[src/rtl/prog_load_ctrl.sv]
// prog_load_ctrl: boot/run sequencer in front of the single-cycle core.
// Streams host machine code into instruction memory while the core is held in
// reset, releases it after a short boot window, pulses req, then watches the
// core's done flag and reports done / timeout / run cycle count to the host.
module prog_load_ctrl #(
    parameter int D        = 12,
    parameter int W        = 9,
    parameter int BOOT_CYC = 2,
    parameter int TIMEOUT  = 4096,
    parameter int CW       = 16
) (
    input  logic          clk,
    input  logic          reset,
    input  logic          start,
    input  logic [D-1:0]  load_len,
    input  logic          s_valid,
    input  logic [W-1:0]  s_data,
    output logic          s_ready,
    output logic          im_wr_en,
    output logic [D-1:0]  im_addr,
    output logic [W-1:0]  im_dat,
    output logic          core_rst,
    output logic          core_req,
    input  logic          core_done,
    output logic          busy,
    output logic          done,
    output logic          timeout,
    output logic [CW-1:0] cycles
);

    typedef enum logic [2:0] {IDLE, LOAD, BOOT, RUN, FIN} state_t;

    localparam int BW = (BOOT_CYC > 1) ? $clog2(BOOT_CYC) : 1;

    state_t        state_q, state_d;
    logic [D-1:0]  wcnt_q, wcnt_d;
    logic [D-1:0]  len_q, len_d;
    logic [BW-1:0] bcnt_q, bcnt_d;
    logic [CW-1:0] cyc_q, cyc_d;
    logic          done_q, done_d;
    logic          to_q, to_d;
    logic          wr_en_q, wr_en_d;
    logic [D-1:0]  wr_addr_q, wr_addr_d;
    logic [W-1:0]  wr_dat_q, wr_dat_d;

    // State and datapath registers; reset drops straight back to IDLE.
    always_ff @(posedge clk or negedge reset) begin
        if (!reset) begin
            state_q   <= IDLE;
            wcnt_q    <= '0;
            len_q     <= '0;
            bcnt_q    <= '0;
            cyc_q     <= '0;
            done_q    <= 1'b0;
            to_q      <= 1'b0;
            wr_en_q   <= 1'b0;
            wr_addr_q <= '0;
            wr_dat_q  <= '0;
        end else begin
            state_q   <= state_d;
            wcnt_q    <= wcnt_d;
            len_q     <= len_d;
            bcnt_q    <= bcnt_d;
            cyc_q     <= cyc_d;
            done_q    <= done_d;
            to_q      <= to_d;
            wr_en_q   <= wr_en_d;
            wr_addr_q <= wr_addr_d;
            wr_dat_q  <= wr_dat_d;
        end
    end

    // Next-state logic: sequencing, registered memory write, run accounting.
    always_comb begin
        state_d   = state_q;
        wcnt_d    = wcnt_q;
        len_d     = len_q;
        bcnt_d    = bcnt_q;
        cyc_d     = cyc_q;
        done_d    = done_q;
        to_d      = to_q;
        wr_en_d   = 1'b0;
        wr_addr_d = wr_addr_q;
        wr_dat_d  = wr_dat_q;
        case (state_q)
            IDLE, FIN: begin
                if (start) begin
                    done_d  = 1'b0;
                    to_d    = 1'b0;
                    cyc_d   = '0;
                    wcnt_d  = '0;
                    bcnt_d  = '0;
                    len_d   = load_len;
                    state_d = (load_len != '0) ? LOAD : BOOT;
                end
            end
            LOAD: begin
                // s_ready is high for the whole state, so s_valid is the handshake
                if (s_valid) begin
                    wr_en_d   = 1'b1;
                    wr_addr_d = wcnt_q;
                    wr_dat_d  = s_data;
                    wcnt_d    = wcnt_q + 1'b1;
                    if (wcnt_q == len_q - 1'b1) begin
                        bcnt_d  = '0;
                        state_d = BOOT;
                    end
                end
            end
            BOOT: begin
                if (bcnt_q == BW'(BOOT_CYC - 1)) state_d = RUN;
                else                             bcnt_d  = bcnt_q + 1'b1;
            end
            RUN: begin
                cyc_d = cyc_q + 1'b1;
                // done has priority over a coincident timeout
                if (core_done) begin
                    done_d  = 1'b1;
                    state_d = FIN;
                end else if (cyc_q == CW'(TIMEOUT - 1)) begin
                    to_d    = 1'b1;
                    state_d = FIN;
                end
            end
            default: state_d = IDLE;
        endcase
    end

    assign s_ready  = (state_q == LOAD);
    assign busy     = (state_q == LOAD) || (state_q == BOOT) || (state_q == RUN);
    assign core_rst = (state_q != RUN);
    // cycle count is still zero only in the first RUN cycle
    assign core_req = (state_q == RUN) && (cyc_q == '0);
    assign im_wr_en = wr_en_q;
    assign im_addr  = wr_addr_q;
    assign im_dat   = wr_dat_q;
    assign done     = done_q;
    assign timeout  = to_q;
    assign cycles   = cyc_q;

endmodule

[config.mk]
export PLATFORM = sky130hd
export DESIGN_NAME = prog_load_ctrl
export DESIGN_NICKNAME = d
export VERILOG_FILES = /design/src/rtl/prog_load_ctrl.sv
export SDC_FILE = /design/constraint.sdc
export NUM_CORES = 1
export LEC_CHECK = 0
export CAP_MARGIN = 30
export CORE_MARGIN = 5
export CORE_UTILIZATION = 30
export CTS_BUF_LIST = sky130_fd_sc_hd__clkbuf_4 sky130_fd_sc_hd__clkbuf_8 sky130_fd_sc_hd__clkbuf_16
export CTS_CLUSTER_SIZE = 40
export DETAILED_ROUTE_END_ITERATION = 7
export PLACE_DENSITY = 0.51
export SYNTH_ARGS = -nofsm -noshare
export SYNTH_HDL_FRONTEND = slang
export SYNTH_SLANG_ARGS = --single-unit
[constraint.sdc]
create_clock -name clk -period 2.39 [get_ports clk]
set_input_delay 0.3585 -clock clk [delete_from_list [all_inputs] [get_ports clk]]
set_output_delay 0.3585 -clock clk [all_outputs]
set_load 0.05 [all_outputs]
==> impl_metrics.toml <==
[worst_setup_path]
crit_chain = "or4_1, nor4_4, buf_12"
critPathKind = "flip-flop to output port"
cp_slowest_cell = "or4_1"
cp_data_required_time_ps = 2030
slowest_delay_ps = 630
cp_max_fo = 7
worstPathArrival_ps = 1920
endpoint_kind = "output port"
crit_buf_inv = 1
path_delay_family = "simple AND/OR/NAND/NOR gates"
cp-start-kind = "flip-flop"

[yosys]
synth_top_area_share = 0.497
syn-instance-count = 347
synth_area_sq_um = 3430
yosysSeqAreaShare = 0.497
ys_types = 52
synth-edff-count = 0
ys.flop_type = "dfrtp_1"
synth_top_area_cell = "dfrtp_1"
syn_avg_cell_area_sq_um = 9.87
syn_nets = 377
netlist_top_cells_area = "dfrtp_1, mux2_2, nand2_1"
synth_seq_cells = 68
yosys_warnings = 0
synthArstFlopShare = 1.00

[cts]
cts.path.max_buffers = 2
root_buffer = "clkbuf_16"
cts_made_buffers = 9
cts_tree = "yes"
postCtsSetupRepairBufs = 0
clk_pin_slew_ps = 60
htree_levels = 3
clock-sinks = 68
postCtsHoldBufs = 0
insertion_delay_ps = 330

[placement]
dpl_cell_area_sq_um = 4340
routabilityCongestion = 0.826
dp_hpwl_microns = 6030
dp_slack_ps = 84.3
io_buffers = 69

[grt]
grt_pass1_wl_microns = 14000
grt-ovfl-total = 0
grt_use_total = 0.132
grt_pass1_vias = 2776
grt_max_degree = 69
grt_antenna_before_repair = 0

[detailed_routing]
wl_per_cell_microns = 15.0
detail_route.first_pass.iterations = 4
wl_microns = 8530
ant_nets = 0
drt-initial-drc-count = 111
drc = 0
via_count = 2790
viasPerCell = 4.89

[sta]
timing.fmax_mhz = 438
worst_slack_ps = 108
timing_max_transition_violations_final = 0
period_share = 0.955
worstMarginPinSlew_ps = 521
max-slew-margin-rel = 0.651
finalHoldViolCount = 0
setup_tns_ps = 0
finalSetupViolCount = 0
rsz0062_at_grt = "no"
skew_ps = 5.45
fin_crit_ps = 2280

[die]
start_util = 0.303
die_area_sq_um = 13700
core_sq_um = 11300
rows = 39
pin_count = 70
die_h_microns = 117
die_w_microns = 117

[finish]
diodes = 0
area_growth_pct = 35.4
design_area_sq_um = 4640
nets = 452
drive_above_1_share = 0.148

[power]
switching_share = 0.420
switching_power_mw = 2.43
p_clk_frac = 0.226
power_leakage_nw = 2.00
ir_drop_v = 0.000639
cell_internal_pwr_mw = 3.36
pwr-share-seq = 0.316
power-per-cell-area_nw_per_um2 = 1250
power_frac_comb = 0.458

[status]
status = "finished, final reports clean"

[job]
drv_cap = 0

[worst_hold_path]
hold_class = "input pin to asynchronous set/reset pin"
-- placed cells by master, fill, tap and decap left out, types with 9 or more instances in the layout --
| cell | n |
|---|---|
| dfrtp_1 | 68 |
| clkdlybuf4s50_1 | 65 |
| nand3_1 | 17 |
| buf_4 | 10 |
| inv_1 | 12 |
| nand2_1 | 53 |
| nor2_1 | 28 |
| mux2_2 | 22 |
| xor2_1 | 13 |
| clkbuf_16 | 9 |
| xnor2_1 | 9 |
| nand4_1 | 10 |
| o21ai_0 | 23 |
-- final timing paths --
kind | from | to | slack, ps | cells after the start
setup / recovery | cycles[12] | core_req | 110 | 3
hold / removal | reset | len_q[4] | 50 | 2
setup reg to reg | len_q[0] | bcnt_q | 140 | 8
hold reg to reg | timeout | timeout | 500 | 2
max in group asynchronous | reset | cycles[0] | 2040 | 2
min in group clk | timeout | timeout | 500 | 2
-- power by group through the flow --
stage | combinational (mW) | clock (mW) | sequential (mW)
6_report | 2.65 | 1.31 | 1.83
4_1_cts | 2.69 | 1.35 | 1.83
5_1_grt | 2.89 | 1.40 | 1.88
2_1_floorplan | 1.38 | 0 | 2.27
3_5_place_dp | 2.68 | 0 | 1.85
3_3_place_gp | 2.67 | 0 | 1.83
-- final cells by class --
type | instances | area [sq um]
tap | 143 | 179
clock buffer | 13 | 280
sequential | 68 | 1700
fill | 1124 | 6680
inverter | 12 | 45.0
clock inverter | 3 | 18.8
timing repair buffer | 79 | 791
multi-input combinational | 252 | 1620
-- kinds of logic after synthesis --
kind of cell | after synthesis | share of synthesized area
and+or+nand+nor | 148 | 0.219
DFF | 68 | 0.497
AOI/OAI and AO/OA | 54 | 0.100
buffers and inverters | 27 | 0.0347
muxes | 24 | 0.0782
xor gates and xnor gates | 22 | 0.0562
adders and majority gates | 4 | 0.0146
-- per-stage QoR --
stage | hold WS (ps) | util | power [mW] | cells
floorplan | 62.9 | - | 3.66 | 347
global placement | 420 | 0.383 | 4.50 | 554
detailed placement | 417 | 0.383 | 4.52 | 554
CTS | 64.1 | 0.409 | 5.87 | 570
global route | 86.9 | 0.410 | 6.17 | 570
finish | 47.4 | 0.410 | 5.79 | 570
-- flip-flops by register name, summed over array words and instances (netlist names) --
signal	count
bcnt_q	1
cycles	16
done	1
im_addr	12
im_dat	9
im_wr_en	1
len_q	12
state_q	3
timeout	1
wcnt_q	12
-- metal layers --
metal / routed length (microns) / global-route usage
met2: 4000 / 0.206
met1: 3940 / 0.171
met4: 124 / 0.0443
met5: 0 / 0
met3: 466 / 0.0468
-- Yosys cell counts (3+ instances only) --
cell type / n
a21oi_1: 8
and2_1: 3
and4_1: 3
clkbuf_1: 8
dfrtp_1: 68
ha_1: 4
inv_1: 12
mux2_2: 22
nand2_1: 53
nand3_1: 17
nand3b_1: 3
nand4_1: 10
nor2_1: 28
nor3_1: 6
nor4_1: 6
o211ai_1: 3
o21ai_0: 23
o31ai_1: 5
or3_1: 4
xnor2_1: 9
xor2_1: 13
-- timing repair --
action,4_1_cts,5_1_grt
gates resized for setup,0,1
endpoints found under the hold margin,0,0
endpoints found under the setup margin,0,2
-- worst reg2reg max path, cell delays in order (launching register included) --
cell	delay, ps
dfrtp_1	420
inv_1	100
ha_2	220
inv_1	110
nor4_4	330
mux2_2	370
a21oi_1	150
o2111ai_2	200
a31o_1	250
(Power assumes the default switching activity.)
